<file path="src/rtl/acc_demux.sv">
`default_nettype none
// ============================================================================
// Module   : acc_demux
// Purpose  : 1-to-NumAcc accelerator-bus demultiplexer. Requests are steered
//            by address; responses are merged round-robin into a registered
//            upstream channel; unmapped requests get a local error response.
// Revision : 1.0 - initial release
// ============================================================================
module acc_demux #(
  parameter int unsigned DataWidth = 32,
  parameter int unsigned AddrWidth = 4,
  parameter int unsigned IdWidth   = 5,
  parameter int unsigned NumAcc    = 4
) (
  input  logic                           clk_i,
  input  logic                           rst_ni,
  // upstream request
  input  logic [AddrWidth-1:0]           s_q_addr_i,
  input  logic [31:0]                    s_q_data_op_i,
  input  logic [DataWidth-1:0]           s_q_data_arga_i,
  input  logic [DataWidth-1:0]           s_q_data_argb_i,
  input  logic [DataWidth-1:0]           s_q_data_argc_i,
  input  logic [IdWidth-1:0]             s_q_id_i,
  input  logic                           s_q_valid_i,
  output logic                           s_q_ready_o,
  // upstream response
  output logic [DataWidth-1:0]           s_p_data0_o,
  output logic [DataWidth-1:0]           s_p_data1_o,
  output logic                           s_p_dual_writeback_o,
  output logic                           s_p_error_o,
  output logic [IdWidth-1:0]             s_p_id_o,
  output logic                           s_p_valid_o,
  input  logic                           s_p_ready_i,
  // downstream requests, one packed slice per accelerator
  output logic [NumAcc*AddrWidth-1:0]    m_q_addr_o,
  output logic [NumAcc*32-1:0]           m_q_data_op_o,
  output logic [NumAcc*DataWidth-1:0]    m_q_data_arga_o,
  output logic [NumAcc*DataWidth-1:0]    m_q_data_argb_o,
  output logic [NumAcc*DataWidth-1:0]    m_q_data_argc_o,
  output logic [NumAcc*IdWidth-1:0]      m_q_id_o,
  output logic [NumAcc-1:0]              m_q_valid_o,
  input  logic [NumAcc-1:0]              m_q_ready_i,
  // downstream responses
  input  logic [NumAcc*DataWidth-1:0]    m_p_data0_i,
  input  logic [NumAcc*DataWidth-1:0]    m_p_data1_i,
  input  logic [NumAcc-1:0]              m_p_dual_writeback_i,
  input  logic [NumAcc-1:0]              m_p_error_i,
  input  logic [NumAcc*IdWidth-1:0]      m_p_id_i,
  input  logic [NumAcc-1:0]              m_p_valid_i,
  output logic [NumAcc-1:0]              m_p_ready_o
);

  // Sources: accelerators 0..NumAcc-1, error buffer is source NumAcc.
  localparam int unsigned NumSrc  = NumAcc + 1;
  localparam int unsigned RrWidth = $clog2(NumSrc);
  localparam logic [RrWidth:0]   NumSrcW = (RrWidth+1)'(NumSrc);
  localparam logic [RrWidth-1:0] ErrSrc  = RrWidth'(NumAcc);

  logic                 err_valid_q, err_valid_d;
  logic [IdWidth-1:0]   err_id_q, err_id_d;
  logic [RrWidth-1:0]   rr_q, rr_d;
  logic                 p_valid_q, p_valid_d;
  logic [DataWidth-1:0] p_data0_q, p_data0_d, p_data1_q, p_data1_d;
  logic                 p_dual_q, p_dual_d, p_error_q, p_error_d;
  logic [IdWidth-1:0]   p_id_q, p_id_d;

  logic                 sel_mapped;
  logic                 err_accept;
  logic [NumSrc-1:0]    src_valid;
  logic                 grant_any;
  logic [RrWidth-1:0]   grant_idx;
  logic                 out_free;
  logic                 handshake;
  logic                 err_pop;

  // Payload is broadcast; only the valid is steered.
  assign m_q_addr_o      = {NumAcc{s_q_addr_i}};
  assign m_q_data_op_o   = {NumAcc{s_q_data_op_i}};
  assign m_q_data_arga_o = {NumAcc{s_q_data_arga_i}};
  assign m_q_data_argb_o = {NumAcc{s_q_data_argb_i}};
  assign m_q_data_argc_o = {NumAcc{s_q_data_argc_i}};
  assign m_q_id_o        = {NumAcc{s_q_id_i}};

  assign sel_mapped = (32'(s_q_addr_i) < NumAcc);

  // Request steering; all handshake signals held low while in reset.
  always_comb begin
    m_q_valid_o = '0;
    s_q_ready_o = 1'b0;
    if (rst_ni) begin
      if (sel_mapped) begin
        for (int k = 0; k < int'(NumAcc); k++) begin
          if (s_q_addr_i == AddrWidth'(k)) begin
            m_q_valid_o[k] = s_q_valid_i;
            s_q_ready_o    = m_q_ready_i[k];
          end
        end
      end else begin
        s_q_ready_o = !err_valid_q;
      end
    end
  end

  assign err_accept = s_q_valid_i && s_q_ready_o && !sel_mapped;
  assign src_valid  = {err_valid_q, m_p_valid_i};

  // Round-robin pick: first valid source at or after rr, wrapping.
  always_comb begin
    logic [RrWidth:0] cand;
    cand      = '0;
    grant_any = 1'b0;
    grant_idx = '0;
    for (int i = 0; i < int'(NumSrc); i++) begin
      cand = {1'b0, rr_q} + (RrWidth+1)'(i);
      if (cand >= NumSrcW) cand = cand - NumSrcW;
      if (!grant_any && src_valid[cand[RrWidth-1:0]]) begin
        grant_any = 1'b1;
        grant_idx = cand[RrWidth-1:0];
      end
    end
  end

  assign out_free  = !p_valid_q || s_p_ready_i;
  assign handshake = rst_ni && grant_any && out_free;
  assign err_pop   = handshake && (grant_idx == ErrSrc);

  // Pop the granted accelerator when the output register can take it.
  always_comb begin
    m_p_ready_o = '0;
    for (int k = 0; k < int'(NumAcc); k++) begin
      m_p_ready_o[k] = handshake && (grant_idx == RrWidth'(k));
    end
  end

  // Next state for the output register, pointer and error buffer.
  always_comb begin
    p_valid_d   = p_valid_q;
    p_data0_d   = p_data0_q;
    p_data1_d   = p_data1_q;
    p_dual_d    = p_dual_q;
    p_error_d   = p_error_q;
    p_id_d      = p_id_q;
    rr_d        = rr_q;
    err_valid_d = err_valid_q;
    err_id_d    = err_id_q;
    if (handshake) begin
      p_valid_d = 1'b1;
      rr_d      = (grant_idx == ErrSrc) ? '0 : grant_idx + RrWidth'(1);
      if (grant_idx == ErrSrc) begin
        p_data0_d = '0;
        p_data1_d = '0;
        p_dual_d  = 1'b0;
        p_error_d = 1'b1;
        p_id_d    = err_id_q;
      end else begin
        for (int k = 0; k < int'(NumAcc); k++) begin
          if (grant_idx == RrWidth'(k)) begin
            p_data0_d = m_p_data0_i[k*DataWidth +: DataWidth];
            p_data1_d = m_p_data1_i[k*DataWidth +: DataWidth];
            p_dual_d  = m_p_dual_writeback_i[k];
            p_error_d = m_p_error_i[k];
            p_id_d    = m_p_id_i[k*IdWidth +: IdWidth];
          end
        end
      end
    end else if (s_p_ready_i) begin
      p_valid_d = 1'b0;
    end
    if (err_pop)    err_valid_d = 1'b0;
    if (err_accept) begin
      err_valid_d = 1'b1;
      err_id_d    = s_q_id_i;
    end
  end

  // State registers with asynchronous reset dropping all buffered responses.
  always_ff @(posedge clk_i or negedge rst_ni) begin
    if (!rst_ni) begin
      p_valid_q   <= 1'b0;
      p_data0_q   <= '0;
      p_data1_q   <= '0;
      p_dual_q    <= 1'b0;
      p_error_q   <= 1'b0;
      p_id_q      <= '0;
      rr_q        <= '0;
      err_valid_q <= 1'b0;
      err_id_q    <= '0;
    end else begin
      p_valid_q   <= p_valid_d;
      p_data0_q   <= p_data0_d;
      p_data1_q   <= p_data1_d;
      p_dual_q    <= p_dual_d;
      p_error_q   <= p_error_d;
      p_id_q      <= p_id_d;
      rr_q        <= rr_d;
      err_valid_q <= err_valid_d;
      err_id_q    <= err_id_d;
    end
  end

  assign s_p_valid_o          = p_valid_q;
  assign s_p_data0_o          = p_data0_q;
  assign s_p_data1_o          = p_data1_q;
  assign s_p_dual_writeback_o = p_dual_q;
  assign s_p_error_o          = p_error_q;
  assign s_p_id_o             = p_id_q;

endmodule
`default_nettype wire

</file>
<file path="config.mk">
export PLATFORM = sky130hd
export DESIGN_NAME = acc_demux
export DESIGN_NICKNAME = d
export VERILOG_FILES = /design/src/rtl/acc_demux.sv
export SDC_FILE = /design/constraint.sdc
export NUM_CORES = 1
export LEC_CHECK = 0
export CORE_AREA = 2 2 412 414
export CTS_CLUSTER_SIZE = 8
export DETAILED_ROUTE_END_ITERATION = 6
export DIE_AREA = 0 0 414 416
export PLACE_DENSITY = 0.38
export SYNTH_ARGS = -nofsm -noshare
export SYNTH_HDL_FRONTEND = slang
export SYNTH_SLANG_ARGS = --single-unit
</file>
<file path="constraint.sdc">
create_clock -name clk_i -period 6.6 [get_ports clk_i]
set_input_delay 1.65 -clock clk_i [delete_from_list [all_inputs] [get_ports clk_i]]
set_output_delay 1.65 -clock clk_i [all_outputs]
set_load 0.05 [all_outputs]
</file>
==> metrics.txt <==
status=finished clean; Hold Path Class=reg -> reg; clk_skew=0.01718 ns; antenna violations before repair=14; vias=7657; Synth top area share=38.63%; Worst path max stage delay=roughly 0.57 ns; crit path launch type=input pin; Cell Chain, Critical Path=clkdlybuf4s50_1, a22o_1, mux2_2, o21a_1, or3_1, o311ai_1, a32oi_2, nor2_1, ha_1, inv_2, nor2_1, buf_12; CTS resizes=0; largest net degree at the start of global routing=65; Area Overhead vs Synth=29.06%; adder-cell share of the synthesized area=1.234%; Slew Limit Fails=0; clk_lat worst skew=0.40 ns; share of cells above drive strength 1=9.738%; Synth Instances=1210; Critical Path Sink Type=output pin; Clock Sinks=81; Syn Nets=1653; worst r2r src=rr_q[1]$_DFFE_PN0P_; GRT overflow=0; RSZ-0062 raised after global routing=false; largest family of logic cells by synthesized area=buffers and inverters; yosys warns=0; post-synth top area cell=buf_4; simple-gate share of the synthesized area=7.090%; TritonCTS clock tree=built; CP max stage cell=clkdlybuf4s50_1; most frequent cell after synthesis=buf_4; CP dominant cell by count=nor2_1; synthesized area=10750 µm²; synth top area cells=buf_4 (39%), dfrtp_1 (19%), mux2i_1 (6.1%); num ports=between 1000 and 1500; XOR/XNOR share of the synthesized area=0.4075%; Synth Area in Compound Gates=21.35%; Hold Fails Final Rpt=0; Syn Area/Cell=roughly 8.9 µm²; ys flop type=dfrtp_1; CTS Hold Bufs=0; post-layout net count=1506; Starting Density=6.391%; # Max-Cap Violations=0; Fmax=0.1583 GHz; register area share after synthesis=18.86%; Post-route DRC=0; Setup Buffers After CTS=0; Synth Register Bits=just over 80; CTS buffer count=9; mux contribution to synthesized area=under 10%; Final period util=95.73%; max_slew headroom=32.61%; critical path data arrival time=4.67 ns; pre-CTS worst setup slack=0.1126 ns; Tmin final=about 6.3 ns; final wirelength=61260 µm; setup TNS=0 ns; vias in the first global route=between 8000 and 9000; port bufs=421; HP Start=s_p_id_o[1]$_DFFE_PN0P_; Req. time, crit path=about 5.0 ns; core area=about 170000 µm²; Post-DRT Antenna Nets=0; Worst Tran Pin Value=1.003 ns; dpl hpwl=53410 µm; Max H-tree Level=3; total track usage=6.832%; overall die height=416 µm; count of final setup violators=0; First-pass DRT Iterations=4; Placer Congestion=slightly below 0.8; critical path class=in -> out; Synth top cells by count=buf_4 (553), dfrtp_1 (81), a21o_1 (68); CTS max path bufs=2; first-pass GRT wire length=about 79000 µm; Die Footprint=approximately 170000 µm²; CTS root buf=clkbuf_16; initial DRC count=just over 400; width of the die=414 µm; average wire per standard cell=18.62 µm; crit-path max FO=8; Clk pin slew, worst setup/hold paths=0.07 ns; CP startpoint=m_p_valid_i[2]; # rows=151; Yosys cell types=82; number of synthesized flops with an enable pin=0; asr flop ratio synth=100.0%; min setup slack post-route=0.2819 ns; fillers=19660; vias per inst=2.328
-- area by class of cell --
class                      count  area, µm²  area share, %
timing repair buffer         452       4549          32.80
multi-input combinational    509       4138          29.83
tap                         2218       2775          20.01
sequential                    81       2028          14.62
clock buffer                   9      225.2          1.624
clock inverter                 7      108.9         0.7848
inverter                      10      37.54         0.2706
antenna                        3      7.507        0.05413
-- registers in the layout (all words and copies together) (netlist names) --
signal	count
s_p_data0_o	32
s_p_data1_o	32
err_id_q	5
s_p_id_o	5
rr_q	3
err_valid_q	1
s_p_dual_writeback_o	1
s_p_error_o	1
s_p_valid_o	1
-- placed cells by master, fill, tap and decap left out, types with 10 or more instances in the layout --
master / instances
nand2_1: 39
a2bb2oi_1: 65
a21o_1: 67
nor2_1: 21
a21oi_1: 11
a22o_1: 65
clkdlybuf4s50_1: 415
buf_4: 27
mux2i_1: 65
dfrtp_1: 80
nor3_1: 10
nand2b_1: 11
-- per-stage QoR --
stage / instance area [µm²] / hold WS (ns) / instances / util [%]
after global placement: 13520 / 0.4680 / 3270 / 8.039
after floorplan: 10750 / 0.4814 / 1210 / -
after global routing: 13860 / 0.5049 / 3286 / 8.244
final: 13870 / 0.4864 / 3289 / 8.248
after CTS: 13850 / 0.4895 / 3286 / 8.237
after detailed placement: 13520 / 0.4712 / 3270 / 8.039
-- kinds of logic (layout without fill, tap and decap cells) --
family                     Yosys count  in the layout
AOI/OAI and AO/OA                  278            278
muxes                               81             81
DFF                                 81             81
other                                0              3
xor gates and xnor gates             5              5
buffers and inverters              620            478
adders and majority gates           10             10
and+or+nand+nor                    135            135
-- routing by layer --
metal,part of all wire (%),track usage [%],vias to the layer above
met1,38,7.468,3532
li1,-,-,3401
met2,46,10.75,587
met4,1.9,1.813,16
met5,0.56,1.306,-
met3,14,4.418,121
-- critical path: cells and delay by family --
kind | cells | cell delay [ns]
compound gates | 4 | 1.04
mux | 1 | 0.28
buf+inv | 3 | 0.81
simple gates | 3 | 0.64
fa+ha+maj | 1 | 0.21
-- path summary, 6_finish.rpt --
kind,endpoint,slack (ns),cells past startpoint
worst max-delay path,m_p_ready_o[3],0.28,12
worst min-delay path,s_p_id_o[1]$_DFFE_PN0P_,0.49,2
worst max register to register,s_p_data0_o[5]$_DFFE_PN0P_,1.28,17
worst min register to register,s_p_id_o[1]$_DFFE_PN0P_,0.49,2
max in group asynchronous,s_p_data0_o[8]$_DFFE_PN0P_,4.06,3
min in group asynchronous,s_p_data1_o[7]$_DFFE_PN0P_,1.46,2
Power is left out: the tool's default activity adds up to more than one toggle a clock period on the data nets, which glitch-free logic cannot reach.
